<file path="src/rtl/fp_f32_to_sfp.sv">
// fp_f32_to_sfp: binary32 -> signed fixed-point converter (IW int bits, QW frac bits).
// Rounds half away from zero, saturates to the WL-bit range, flags NaN and clipping.
// Ports: clk, rst_n (sync, active low)
//        in_valid/in_ready/in_f32           : float input handshake
//        out_valid/out_ready                : result handshake
//        out_val (WL bits), out_sat, out_nan : registered result and flags
module fp_f32_to_sfp #(
    parameter int IW = 4,
    parameter int QW = 12,
    localparam int WL = IW + QW
) (
    input  logic          clk,
    input  logic          rst_n,
    input  logic          in_valid,
    output logic          in_ready,
    input  logic [31:0]   in_f32,
    output logic          out_valid,
    input  logic          out_ready,
    output logic [WL-1:0] out_val,
    output logic          out_sat,
    output logic          out_nan
);

    localparam logic signed [9:0] QW_S    = 10'(QW);
    localparam logic [WL:0]       HALF    = (WL+1)'(64'd1 << (WL-1));
    localparam logic [WL:0]       HALF_M1 = HALF - (WL+1)'(1);
    localparam logic [WL-1:0]     MAXP    = HALF_M1[WL-1:0];
    localparam logic [WL-1:0]     MINN    = HALF[WL-1:0];

    logic advance;
    assign advance  = !out_valid || out_ready;
    assign in_ready = advance;

    // S1: unpack and classify
    logic [7:0]        exp_f;
    logic              sp_c;
    logic signed [9:0] k_c;

    assign exp_f = in_f32[30:23];
    assign sp_c  = (exp_f == 8'hFF);
    assign k_c   = $signed({2'b00, exp_f}) - 10'sd150 + QW_S;

    logic              v1, sign1, nan1, inf1, norm1;
    logic [22:0]       man1;
    logic signed [9:0] k1;

    always_ff @(posedge clk) begin
        if (!rst_n) begin
            v1 <= 1'b0;
        end else if (advance) begin
            v1    <= in_valid;
            sign1 <= in_f32[31];
            nan1  <= sp_c && (in_f32[22:0] != 23'd0);
            inf1  <= sp_c && (in_f32[22:0] == 23'd0);
            norm1 <= !sp_c && (exp_f != 8'd0);
            man1  <= in_f32[22:0];
            k1    <= k_c;
        end
    end

    // S2: shift and round magnitude; a 64-bit window keeps lost high bits visible
    logic [63:0] m64, wide;
    logic [9:0]  neg_sh;
    logic [5:0]  rb_idx;
    logic        big, ovf_c;

    assign m64    = {40'd0, 1'b1, man1};
    assign neg_sh = -k1;
    assign rb_idx = {1'b0, neg_sh[4:0]} - 6'd1;

    always_comb begin
        wide = '0;
        big  = 1'b0;
        if (!k1[9]) begin
            if (k1 > 10'sd32) big = 1'b1;
            else              wide = m64 << k1[5:0];
        end else if (neg_sh < 10'd25) begin
            wide = (m64 >> neg_sh[4:0]) + {63'd0, m64[rb_idx]};
        end
    end

    assign ovf_c = big || (|wide[63:WL+1]);

    logic          v2, sign2, nan2, inf2, ovf2;
    logic [WL:0]   mag2;

    always_ff @(posedge clk) begin
        if (!rst_n) begin
            v2 <= 1'b0;
        end else if (advance) begin
            v2    <= v1;
            sign2 <= sign1;
            nan2  <= nan1;
            inf2  <= inf1;
            ovf2  <= norm1 && ovf_c;
            mag2  <= norm1 ? wide[WL:0] : '0;
        end
    end

    // S3: apply sign and clip; -2^(WL-1) is representable so it is not a clip
    logic [WL:0]   neg_mag;
    logic [WL-1:0] val_c;
    logic          sat_c, nan_c;

    assign neg_mag = -mag2;

    always_comb begin
        val_c = '0;
        sat_c = 1'b0;
        nan_c = 1'b0;
        if (nan2) begin
            nan_c = 1'b1;
        end else if (inf2 || ovf2) begin
            sat_c = 1'b1;
            val_c = sign2 ? MINN : MAXP;
        end else if (sign2) begin
            if (mag2 > HALF) begin
                sat_c = 1'b1;
                val_c = MINN;
            end else begin
                val_c = neg_mag[WL-1:0];
            end
        end else if (mag2 > HALF_M1) begin
            sat_c = 1'b1;
            val_c = MAXP;
        end else begin
            val_c = mag2[WL-1:0];
        end
    end

    logic          v3, sat3, nan3;
    logic [WL-1:0] val3;

    always_ff @(posedge clk) begin
        if (!rst_n) begin
            v3 <= 1'b0;
        end else if (advance) begin
            v3   <= v2;
            val3 <= val_c;
            sat3 <= sat_c;
            nan3 <= nan_c;
        end
    end

    // Output register
    always_ff @(posedge clk) begin
        if (!rst_n) begin
            out_valid <= 1'b0;
            out_val   <= '0;
            out_sat   <= 1'b0;
            out_nan   <= 1'b0;
        end else if (advance) begin
            out_valid <= v3;
            out_val   <= val3;
            out_sat   <= sat3;
            out_nan   <= nan3;
        end
    end

endmodule

</file>
<file path="config.mk">
export PLATFORM = sky130hd
export DESIGN_NAME = fp_f32_to_sfp
export DESIGN_NICKNAME = d
export VERILOG_FILES = /design/src/rtl/fp_f32_to_sfp.sv
export SDC_FILE = /design/constraint.sdc
export NUM_CORES = 1
export LEC_CHECK = 0
export CAP_MARGIN = 20
export CORE_MARGIN = 8
export CORE_UTILIZATION = 45
export DETAILED_ROUTE_END_ITERATION = 8
export PLACE_DENSITY = 0.64
export SYNTH_ARGS = -nofsm -noshare
export SYNTH_HDL_FRONTEND = slang
export SYNTH_SLANG_ARGS = --single-unit
export TNS_END_PERCENT = 100
</file>
<file path="constraint.sdc">
create_clock -name clk -period 5.1 [get_ports clk]
set_input_delay 1.02 -clock clk [delete_from_list [all_inputs] [get_ports clk]]
set_output_delay 1.02 -clock clk [all_outputs]
set_load 0.02 [all_outputs]
</file>
==> key figures, run 1 <==
Run status
  – Outcome: complete, no violations

Synthesis
  – Seq/Total Area, Yosys: 0.334
  – Mapped Area: 8140 µm²
  – Area share of the largest cell type after synthesis: 0.280
  – Synth Register Bits: 98
  – Largest cells by area after synthesis: edfxtp_1, mux4_2, dfxtp_1, mux2i_1, nand2_1
  – Ys Warns: 0
  – Post-synth EDFFs: 76
  – Synth cell types: just under 80
  – Main synth FF type: edfxtp_1
  – Syn avg cell area: 9.16 µm²
  – Synth Instances: 889
  – Area leader, netlist: edfxtp_1
  – Asr flop ratio synth: 0
  – Syn nets: 936

STA
  – Endpoints failing setup: 0
  – Post-layout min period: roughly 4.6 ns
  – RSZ-0062 raised after global routing: no
  – Max-slew violations: 0
  – Final setup skew: 0.0125 ns
  – Fin crit share: 0.908
  – Worst slew margin: 0.338
  – Setup WS post-layout: 0.470 ns
  – FMAX: roughly 0.22 GHz
  – Final Hold Vio Count: 0
  – Setup total negative slack: 0 ns
  – Worst-margin pin slew: between 0.9 and 1 ns

Drt
  – Drt total wl: ~23000 µm
  – Routed wire length per instance: 19.9 µm
  – DRC violations left: 0
  – First-pass DRT Iterations: 7
  – Vias per cell: roughly 6.2
  – DR iter-0 viols: 872
  – DRT antenna net count: 0
  – Vias: 7127

Layout
  – Most frequent cells in the layout: nand2_1, edfxtp_1, nor2_1
  – Register area: 2720 µm²
  – Util after Layout: 0.512
  – FILL cells: 1691
  – Area of the multi-input gates: 4990 µm²
  – Area delta synth->final: 12.2%
  – Nets: about 960
  – Share of cells above drive strength 1: 0.104
  – ANT cells: 0
  – Fin area: 9130 µm²
  – Most common cell after layout, fill and taps aside: nand2_1

Floorplan
  – Core area: 17800 µm²
  – Io pins: 56
  – Standard-cell rows: 49
  – Die Y: 150 µm
  – Full die area: 22600 µm²
  – Starting density of the core: 0.456
  – Horiz. Die Dim: 150 µm

Clock network
  – Worst-Skew Late Latency: 0.35 ns
  – CTS tree: yes
  – Hold_buf cts: 0
  – Clk sinks: 98
  – TritonCTS buffer count: 9
  – Post_cts resized: 0
  – Setup bufs post-CTS: 0
  – Clock-pin slew on the worst setup and hold paths: 0.08 ns
  – Clock buffer depth: 2
  – Clock Tree Root: clkbuf_16
  – H-tree depth: 3

Setup path
  – Critical Path Source Type: flip-flop
  – Worst R2R Setup Slack: 0.47 ns
  – Data required time of the worst path: 5.18 ns
  – CP endpoint: ovf2$_DFFE_PP_
  – Setup CP Type: flip-flop to flip-flop
  – Worst EP arrival: between 4 and 5 ns
  – Path depth of the worst reg2reg path: 20
  – Worst setup startpoint: k1[0]$_DFFE_PP_
  – Worst r2r dst: ovf2$_DFFE_PP_
  – Worst-path maximum fanout: 25
  – RR Startpoint: k1[0]$_DFFE_PP_
  – Crit end category: flip-flop

Global routing
  – Gr usage total: 0.202
  – Pin count of the biggest net entering global routing: 77
  – Number of global-route vias before repair: a little under 7000
  – Gr ovfl total: 0
  – First-pass GRT wire length: 36600 µm
  – Antenna violations before repair: 0

Placed design
  – I/O Buffers: 55
  – DPL Wire Length: 17000 µm
  – GP Congestion: about 0.95
  – Pre-CTS setup slack: 0.561 ns
  – Placement Cell Area: ~8800 µm²

Power and ir drop
  – Total power draw: 2440 µW
  – Pleak: 0.00320 µW
  – P per Cell Area: between 200 and 300 nW/µm²
  – Peak supply drop: 181 µV

Run
  – Max-cap violations: 0

Worst hold path
  – Hold/Removal Path Class: flip-flop to flip-flop
[routing by layer]
layer	vias up	track usage	part of all wire
li1	3427	-	-
met1	3374	0.258	0.43
met2	274	0.338	0.49
met3	52	0.0361	0.057
met4	0	0.0705	0.029
met5	-	0.00454	0
[Yosys cell counts (14+ instances only)]
master	number
a21boi_0	25
a21oi_1	41
and2_1	20
buf_2	14
clkbuf_1	35
dfxtp_1	22
edfxtp_1	76
inv_1	17
mux2i_1	44
mux4_2	24
nand2_1	111
nand3_1	20
nor2_1	61
nor2b_1	17
nor3_1	39
nor4_1	17
o21ai_0	41
o22ai_1	23
xnor2_1	18
xor2_1	14
[worst max-delay path: stages, from the launching register on]
cell	delay, ns
edfxtp_1	0.40
inv_2	0.08
buf_4	0.32
ha_2	0.42
buf_4	0.23
nor2b_1	0.12
a211oi_1	0.05
a21oi_1	0.16
mux2_2	0.18
nor2_1	0.03
a31oi_1	0.23
and3_1	0.19
o21ai_0	0.07
nand3_1	0.11
ha_1	0.17
ha_1	0.20
nand3_1	0.18
or4_4	0.48
or4_1	0.48
o21ai_1	0.14
a41oi_1	0.12
[layout make-up]
cell class                      instances  share of cell area
Multi-Input combinational cell        701               0.547
Clock inverter                          4             0.00329
Clock buffer                           12              0.0293
Inverter                               20             0.00822
Tap cell                              229              0.0314
Timing Repair Buffer                   79              0.0828
Sequential cell                        98               0.298
[kinds of logic (layout without fill, tap and decap cells)]
logic type | after synthesis | count (layout) | share of synthesized area
flops | 98 | 98 | 0.334
buf+inv | 90 | 115 | 0.0535
simple gates | 352 | 352 | 0.217
mux | 88 | 88 | 0.165
xor+xnor | 32 | 32 | 0.0344
compound gates | 218 | 218 | 0.179
fa+ha+maj | 11 | 11 | 0.0169
[worst min path at each step]
stage | start | cells past startpoint | end | slack [ns]
5_1_grt | inf1$_DFFE_PP_ | 0 | inf2$_DFFE_PP_ | 0.42
2_1_floorplan | inf1$_DFFE_PP_ | 0 | inf2$_DFFE_PP_ | 0.40
4_1_cts | inf1$_DFFE_PP_ | 0 | inf2$_DFFE_PP_ | 0.42
3_3_place_gp | nan1$_DFFE_PP_ | 0 | nan2$_DFFE_PP_ | 0.40
3_5_place_dp | inf1$_DFFE_PP_ | 0 | inf2$_DFFE_PP_ | 0.41
6_report | inf1$_DFFE_PP_ | 0 | inf2$_DFFE_PP_ | 0.42
[per-stage QoR]
stage               instances  hold WS, ns
floorplan                 889        0.400
global route             1143        0.423
global placement         1127        0.401
finish                   1143        0.419
detailed placement       1127        0.406
CTS                      1143        0.421
[state kept, by name, indices dropped and copies added, names as in the netlist, 10 cells and up]
signal,flops
man1,23
mag2,17
out_val,16
val3,16
k1,10
[where the power goes]
| part | switching, µW | total, µW | internal, µW | leakage (µW) |
|---|---|---|---|---|
| registers | 68.5 | 989 | 920 | 0.000938 |
| clock network | 299 | 676 | 378 | 0.000149 |
| logic | 449 | 777 | 328 | 0.00211 |
(Power assumes the default switching activity.)
==> run 2, diff against run 1 <==
Settings changed: CORE_UTILIZATION 45 to 55, PLACE_DENSITY 0.64 to 0.76, SLEW_MARGIN set to 20.
==> run 2 against run 1 <==
  * Largest cell class unchanged
  * Critical path type unchanged
  * Critical endpoint unchanged
  * Clock skew is 0.0017 ns lower
  * Sequential power hardly changed
  * Sequential share of layout area is 0.16 points higher
  * Register-to-register slack worse by 0.02 ns
  * Maximum frequency is 0.46% lower
==> key figures, run 2 (synthesis gave the netlist of run 1 again) <==
Layout
  – Area delta synth->final: 11.6%
  – Largest regs: man1: 23 flops, mag2: 17 flops
  – Register area: 2720 µm²
  – Share of cells above drive strength 1: 0.105
  – Area of the multi-input gates: 4990 µm²
  – Biggest register: man1
  – Most common cell after layout, fill and taps aside: nand2_1
  – ANT cells: 0
  – Max FFs per register: 23
  – FILL cells: 1230
  – Fin cells: around 1100
  – Nets: 956
  – Util after Layout: 0.627
  – Most frequent cells in the layout: nand2_1, edfxtp_1, nor2_1

Power and ir drop
  – Total power draw: between 2000 and 2500 µW
  – Int Pwr: around 1600 µW
  – Sw Ratio: 0.348
  – P per Cell Area: 269 nW/µm²
  – Psw: 851 µW
  – Clk network pwr share: 0.279
  – Combinational group share of total power: 0.315
  – Pleak: between 0.003 and 0.004 µW
  – Peak supply drop: 271 µV
  – Sequential share of power: 0.406

Clock network
  – Hold_buf cts: 0
  – H-tree depth: 3
  – Clock buffer depth: 2
  – TritonCTS buffer count: 9
  – Clk sinks: 98
  – Clock-pin slew on the worst setup and hold paths: 0.07 ns
  – Worst-Skew Late Latency: 0.35 ns
  – Setup bufs post-CTS: 0
  – CTS tree: yes
  – Clock Tree Root: clkbuf_16
  – Post_cts resized: 0

Drt
  – Vias per cell: 6.62
  – Vias: 7267
  – DR iter-0 viols: ~800
  – DRT antenna net count: 0
  – DRC violations left: 0
  – First-pass DRT Iterations: 6
  – Drt total wl: 22800 µm
  – Routed wire length per instance: around 21 µm

Placed design
  – GP Congestion: 0.981
  – Placed Instances: 1082
  – DPL Wire Length: 16900 µm
  – I/O Buffers: 55

Floorplan
  – Io pins: 56
  – Starting density of the core: 0.562
  – Full die area: between 15000 and 20000 µm²
  – Core area: 14500 µm²
  – Die Y: 138 µm
  – Horiz. Die Dim: about 140 µm
  – Standard-cell rows: 44

STA
  – Worst slew margin: 0.365
  – FMAX: 0.215 GHz
  – Fin crit share: 0.912
  – RSZ-0062 raised after global routing: no
  – Final setup skew: 0.0109 ns
  – Final Hold Vio Count: 0
  – Setup total negative slack: 0 ns
  – Endpoints failing setup: 0
  – Hold slack: ~0.43 ns
  – Worst-margin pin slew: around 0.95 ns
  – Post-layout min period: around 4.7 ns
  – Max-slew violations: 0

Setup path
  – Worst-path maximum fanout: 32
  – Critical Path Source Type: flip-flop
  – Setup CP Type: flip-flop to flip-flop
  – Worst EP arrival: 4.73 ns
  – Crit end category: flip-flop
  – Data required time of the worst path: 5.18 ns

Run
  – Max-cap violations: 0

Global routing
  – Gr ovfl total: 0
  – First-pass GRT wire length: 36000 µm
  – Antenna violations before repair: 0
  – Gr usage total: 0.241
  – Pin count of the biggest net entering global routing: 77
  – Number of global-route vias before repair: 6734

Run status
  – Outcome: complete, no violations

Worst hold path
  – Hold/Removal Path Class: flip-flop to flip-flop
[run 2: changes by cell type in the layout (fill, tap and decap cells not counted), sizes merged]
cell / before / now
clkinv: 2 / 5
clkbuf: 12 / 9
[run 2: final cells by class]
class,instances,share of cell area
clock buffer,9,0.0248
clock inverter,7,0.00895
inverter,20,0.00827
multi-input combinational,701,0.550
sequential,98,0.300
tap,184,0.0253
timing repair buffer,79,0.0832
[run 2: per-layer routing]
metal | global-route usage | part of all wire
met3 | 0.0449 | 0.069
met1 | 0.313 | 0.42
met5 | 0 | 0
met2 | 0.399 | 0.48
met4 | 0.0748 | 0.025
[run 2: worst paths after layout]
kind,startpoint,endpoint,slack [ns],depth (start not counted)
worst min register to register,nan1$_DFFE_PP_,nan2$_DFFE_PP_,0.43,0
worst min-delay path,nan1$_DFFE_PP_,nan2$_DFFE_PP_,0.43,0
worst max register to register,k1[0]$_DFFE_PP_,ovf2$_DFFE_PP_,0.45,18
worst max-delay path,k1[0]$_DFFE_PP_,ovf2$_DFFE_PP_,0.45,18
[run 2: power groups by stage]
stage / clock [µW] / combinational, µW / sequential (µW)
after floorplan: 0 / 564 / 977
after global placement: 0 / 749 / 1010
after detailed placement: 0 / 752 / 1010
after CTS: 691 / 755 / 990
after global routing: 713 / 831 / 1000
final: 683 / 770 / 992
[run 2: per-stage QoR]
step / cell area [µm²] / setup WS [ns]
after detailed placement: 8780 / 0.484
after global placement: 8780 / 0.607
after CTS: 9080 / 0.471
after global routing: 9080 / 0.0921
final: 9080 / 0.449
after floorplan: 8150 / 0.0146
[run 2: critical path: stages (launching register included)]
cell and delay [ns]:
edfxtp_1 0.37, buf_4 0.40, buf_4 0.43, o31a_1 0.27, nor2_2 0.09, xnor2_1 0.15, mux2_2 0.24, o211ai_1 0.08
a31oi_1 0.24, and3_1 0.18, o21ai_0 0.07, nand3_1 0.10, ha_1 0.16, ha_1 0.19, nand3_1 0.19, or4_4 0.48
or4_1 0.48, o21ai_1 0.14, a41oi_1 0.12
